<file path="config.mk">
export PLATFORM = sky130hd
export DESIGN_NAME = imem_loader
export DESIGN_NICKNAME = d
export VERILOG_FILES = /design/src/rtl/imem_loader.sv
export SDC_FILE = /design/constraint.sdc
export NUM_CORES = 2
export LEC_CHECK = 0
export CORE_UTILIZATION = 50
export CTS_CLUSTER_DIAMETER = 200
export CTS_CLUSTER_SIZE = 25
export DETAILED_ROUTE_END_ITERATION = 10
export DONT_BUFFER_PORTS = 1
export SLEW_MARGIN = 10
export SYNTH_ARGS = -nofsm -noshare
export SYNTH_HDL_FRONTEND = slang
export SYNTH_SLANG_ARGS = --single-unit
</file>
<file path="constraint.sdc">
create_clock -name clock -period 4.45 [get_ports clock]
set_input_delay 0.89 -clock clock [delete_from_list [all_inputs] [get_ports clock]]
set_output_delay 0.89 -clock clock [all_outputs]
set_load 0.01 [all_outputs]
</file>
<file path="src/rtl/imem_loader.sv">
// ---------------------------------------------------------------------------
// imem_loader
//
// Owns the write side of the instruction memory used by the single-cycle
// MIPS32 core. A program arrives as a byte stream over a valid/ready
// handshake. Bytes are packed big-endian into 32-bit words and written into
// an internal word array. The unused tail of the array is then zero-filled.
// After that the core is released, and the fetch port answers the core's
// word-indexed address combinationally.
//
// Ports
//   clock       system clock; all state updates on the rising edge
//   reset_n     asynchronous active-low reset
//   in_valid    program byte valid
//   in_ready    program byte ready (high only while loading)
//   in_byte     program byte
//   in_last     final byte of the program, qualified by a transfer
//   raddr       word-indexed fetch address from the core (pc >> 2)
//   instr       instruction word for raddr (zero until the core runs)
//   core_run    high once the program is loaded and the tail zero-filled
//   word_count  words written from the stream, a partial word included
//   err         sticky protocol error (partial last word or overflow)
// ---------------------------------------------------------------------------
module imem_loader #(
    parameter int ADDR_WIDTH = 6,
    parameter int DATA_WIDTH = 32
) (
    input  logic                  clock,
    input  logic                  reset_n,
    input  logic                  in_valid,
    output logic                  in_ready,
    input  logic [7:0]            in_byte,
    input  logic                  in_last,
    input  logic [31:0]           raddr,
    output logic [DATA_WIDTH-1:0] instr,
    output logic                  core_run,
    output logic [ADDR_WIDTH:0]   word_count,
    output logic                  err
);

    localparam int                    DEPTH      = 1 << ADDR_WIDTH;
    localparam logic [ADDR_WIDTH:0]   FULL_COUNT = (ADDR_WIDTH + 1)'(DEPTH);
    localparam logic [ADDR_WIDTH-1:0] LAST_ADDR  = ADDR_WIDTH'(DEPTH - 1);

    typedef enum logic [1:0] {
        LOAD = 2'd0,
        FILL = 2'd1,
        RUN  = 2'd2
    } state_t;

    state_t                  state_q, state_d;
    logic [1:0]              byte_cnt_q, byte_cnt_d;
    logic [ADDR_WIDTH-1:0]   word_addr_q, word_addr_d;
    logic [ADDR_WIDTH:0]     word_count_q, word_count_d;
    logic                    err_q, err_d;
    logic [DATA_WIDTH-1:0]   asm_q, asm_d;
    logic                    mem_we;
    logic [DATA_WIDTH-1:0]   mem_wdata;
    logic [DATA_WIDTH-1:0]   mem [DEPTH];

    // Next-state and output logic
    always_comb begin
        state_d      = state_q;
        byte_cnt_d   = byte_cnt_q;
        word_addr_d  = word_addr_q;
        word_count_d = word_count_q;
        err_d        = err_q;
        asm_d        = asm_q;
        mem_we       = 1'b0;
        mem_wdata    = '0;
        in_ready     = 1'b0;
        core_run     = 1'b0;

        unique case (state_q)
            LOAD: begin
                in_ready = 1'b1;
                // in_ready is constant 1 here, so in_valid alone marks a transfer.
                if (in_valid) begin
                    if (word_count_q == FULL_COUNT) begin
                        // Array is full: swallow bytes so the stream can drain to in_last.
                        err_d = 1'b1;
                        if (in_last) begin
                            state_d = RUN;
                        end
                    end else begin
                        // Byte 0 clears the lower bytes so a short last word
                        // is zero-padded without a separate mask.
                        case (byte_cnt_q)
                            2'd0:    asm_d = {in_byte, 24'h0};
                            2'd1:    asm_d = {asm_q[31:24], in_byte, 16'h0};
                            2'd2:    asm_d = {asm_q[31:16], in_byte, 8'h0};
                            default: asm_d = {asm_q[31:8], in_byte};
                        endcase
                        byte_cnt_d = byte_cnt_q + 2'd1;

                        if (byte_cnt_q == 2'd3 || in_last) begin
                            mem_we       = 1'b1;
                            mem_wdata    = asm_d;
                            word_addr_d  = word_addr_q + 1'b1;
                            word_count_d = word_count_q + 1'b1;
                            byte_cnt_d   = 2'd0;
                        end

                        if (in_last) begin
                            if (byte_cnt_q != 2'd3) begin
                                err_d = 1'b1;
                            end
                            state_d = (word_count_d < FULL_COUNT) ? FILL : RUN;
                        end
                    end
                end
            end

            FILL: begin
                mem_we      = 1'b1;
                mem_wdata   = '0;
                word_addr_d = word_addr_q + 1'b1;
                if (word_addr_q == LAST_ADDR) begin
                    state_d = RUN;
                end
            end

            RUN: begin
                core_run = 1'b1;
            end

            default: begin
                state_d = LOAD;
            end
        endcase
    end

    // Control registers
    always_ff @(posedge clock or negedge reset_n) begin
        if (!reset_n) begin
            state_q      <= LOAD;
            byte_cnt_q   <= 2'd0;
            word_addr_q  <= '0;
            word_count_q <= '0;
            err_q        <= 1'b0;
        end else begin
            state_q      <= state_d;
            byte_cnt_q   <= byte_cnt_d;
            word_addr_q  <= word_addr_d;
            word_count_q <= word_count_d;
            err_q        <= err_d;
        end
    end

    // Datapath registers: assembly word and memory array, not reset
    always_ff @(posedge clock) begin
        asm_q <= asm_d;
        if (mem_we) begin
            mem[word_addr_q] <= mem_wdata;
        end
    end

    // Fetch port: a NOP until the core runs, and for addresses past the array.
    assign instr = (state_q == RUN && raddr[31:ADDR_WIDTH] == '0)
                   ? mem[raddr[ADDR_WIDTH-1:0]] : '0;

    assign word_count = word_count_q;
    assign err        = err_q;

endmodule
</file>
==> results.ini <==
[sta]
finalHoldViolCount=0
finalCritPeriodShare_pct=99.0
setup_tns_ps=0
min_period_ps=4410
holdWs_ps=298
worst_pin_slew_ps=1170
max_slew_margin_pct=21.7
skew_ps=39.4
grt_setup_unrepaired=yes
setup_ws_ps=44.8
fmax_ghz=0.227
finalSetupViolCount=0
finalMaxSlewViolations=0

[yosys]
synth.distinct_cells=67
ys_ff_latch=2090
synth-async-reset-ratio_pct=0.861
synth_edf_count=2072
synth-seq-area-share_pct=77.3
netlist_instances=3664
avgSynthCellArea_um2=22.1
ys_dominant_reg_cell=edfxtp_1
syn_area_mm2=0.0811
syn_nets=3715
ys_warn_count=0

[floorplanning]
rows=147
dieArea_mm2=0.164
start_util_pct=50.4
io_pins=86
coreArea_mm2=0.161
die_h_um=405
die_x_um=405

[cells_and_area]
drive_gt1_share_pct=26.7
fill_cells=12084
fin_area_mm2=0.0881
fin_util_pct=54.8
fin_cells=5982
final_common_cell=edfxtp_1
syn_to_final_growth_pct=8.67
nNetsFinal=3858
layout_common_cells=edfxtp_1, mux4_2, buf_4

[setup_path]
crit_required_ps=3560
r2r_end=mem[23][4]
start_kind=input pin
critPathKind=input pin to primary output
r2r_start=state_q[1]
worstPathArrival_ps=3520
worstRegToRegCells=9
cp_max_fo=34
ff2ff_setup_slack_ps=930
end_kind=primary output

[clock_network]
cts_buffers=93
cts_root_buffer=clkbuf_16
htreeDepth=3
path_clk_slew_ps=100
cts.path.max_buffers=3
clock_sinks=2090
cts_tree=done
clk_latency_ps=740

[global_route]
track_usage_pct=24.9
gr-total-overflow=0
use_met2_pct=40.5
antenna_found_initial=3
grt_pass1_wl_um=286000
busiest_layer=met2
grt_pass1_vias=37703
grt_max_degree=467
gr-usage-met1_pct=36.5
gr-usage-met3_pct=3.16

[run]
cap_violations=0

[route]
firstDrtPassIters=5
routed_wl_um=208000
drc_errors=0
ant_nets=0
routedWlPerCell_um=34.7
dr_total_vias=38562
viasPerCell=6.45
drtIter0Drc=4842

[worst_hold_path]
worstHoldStart=in_valid
hold_end=err
holdCritPathClass=input pin to flop
worstHoldPathCells=1

[pwr]
p_total_mw=31.7
power.leakage_nw=24.1
vdd_drop_max_mv=0.308
powerDensity_mw_per_mm2=360

[place]
gp_congestion=0.774
dp.cells=5851
place_ws_ps=-39.6
dpl_cell_area_mm2=0.0851
port_buffers=0
dp_hpwl_um=110000

[status]
status=finished clean

==> worst max path at each step <==
stage / from / endpoint / slack (ps) / depth (start not counted)
floorplan: in_valid / mem[62][0] / 490 / 6
global placement: raddr[6] / instr[11] / -80 / 7
detailed placement: raddr[6] / instr[11] / -40 / 7
CTS: state_q[0] / instr[28] / 2 / 10
global route: state_q[0] / instr[19] / -30 / 10
finish: raddr[0] / instr[7] / 40 / 8
==> where the power goes <==
| part | internal, mW | total (mW) | switching, mW |
|---|---|---|---|
| logic | 0.367 | 0.752 | 0.385 |
| registers | 21.3 | 21.3 | 0.00530 |
| clock network | 3.85 | 9.68 | 5.83 |
==> worst max-delay path, stage by stage <==
cell and delay [ps]:
buf_16 250, buf_16 260, buf_16 230, mux4_2 530, mux4_2 480, o2111ai_2 260, o211ai_1 270, buf_4 240
==> per-layer routing <==
layer / routed length, um / up-vias
met4: 4320 / 8
li1: - / 15589
met3: 15400 / 225
met5: 43 / -
met1: 85400 / 21057
met2: 102000 / 1683
==> timing repair <==
| item | 4_1_cts | 5_1_grt |
|---|---|---|
| buffers inserted | 6 | 0 |
| gates resized for setup | 14 | 8 |
| cloned | 0 | 11 |
| pin swaps | 5 | 4 |
| hold buffers | 1 | 0 |
| hold endpoints to repair | 18 | 0 |
| endpoints found under the setup margin | 29 | 26 |
==> sequential cells by signal, indices dropped and copies added, names as in the netlist <==
| name | flops |
|---|---|
| word_addr_q | 6 |
| mem | 2048 |
| byte_cnt_q | 2 |
| asm_q | 24 |
| word_count | 7 |
| state_q | 2 |
| err | 1 |
==> logic make-up after synthesis <==
group                    synth area share [%]
multiplexers                             16.4
adder cells (fa/ha/maj)                 0.108
flip-flops                               77.3
XOR/XNOR                                0.108
buffers and inverters                    1.61
AND/OR/NAND/NOR                          2.18
AO/OA/AOI/OAI                            2.26
==> cell usage after synthesis, types with 10 or more instances <==
| cell type | number | area, um^2 |
|---|---|---|
| edfxtp_1 | 2072 | 62200 |
| mux4_2 | 507 | 11400 |
| mux2i_1 | 162 | 1620 |
| nand2_1 | 118 | 443 |
| nor2_1 | 111 | 417 |
| buf_2 | 73 | 365 |
| o21ai_0 | 62 | 310 |
| clkbuf_1 | 55 | 206 |
| a21oi_1 | 42 | 210 |
| nand3_1 | 37 | 185 |
| buf_4 | 34 | 255 |
| and2_1 | 31 | 194 |
| buf_6 | 26 | 293 |
| a221oi_1 | 25 | 219 |
| mux2_2 | 24 | 270 |
| o22ai_1 | 20 | 125 |
| a22o_1 | 18 | 158 |
| dfrtp_1 | 18 | 450 |
| a22oi_1 | 17 | 128 |
| nor3_1 | 14 | 70.1 |
| inv_1 | 13 | 48.8 |
| nor2b_1 | 13 | 81.3 |
| and3_1 | 12 | 75.1 |
| buf_1 | 12 | 45.0 |
| a211oi_1 | 10 | 75.1 |
| o221ai_1 | 10 | 87.6 |
==> layout make-up <==
class | instances | area [um^2] | share of cell area (%)
inverter | 15 | 56.3 | 0.0639
multi-input combinational | 1354 | 17700 | 20.1
clock buffer | 103 | 2390 | 2.71
antenna | 1 | 2.50 | 0.00284
clock inverter | 6 | 62.6 | 0.0710
tap | 2160 | 2700 | 3.07
timing repair buffer | 253 | 2480 | 2.82
sequential | 2090 | 62700 | 71.1
No activity file was read; power rests on OpenSTA's default activity.
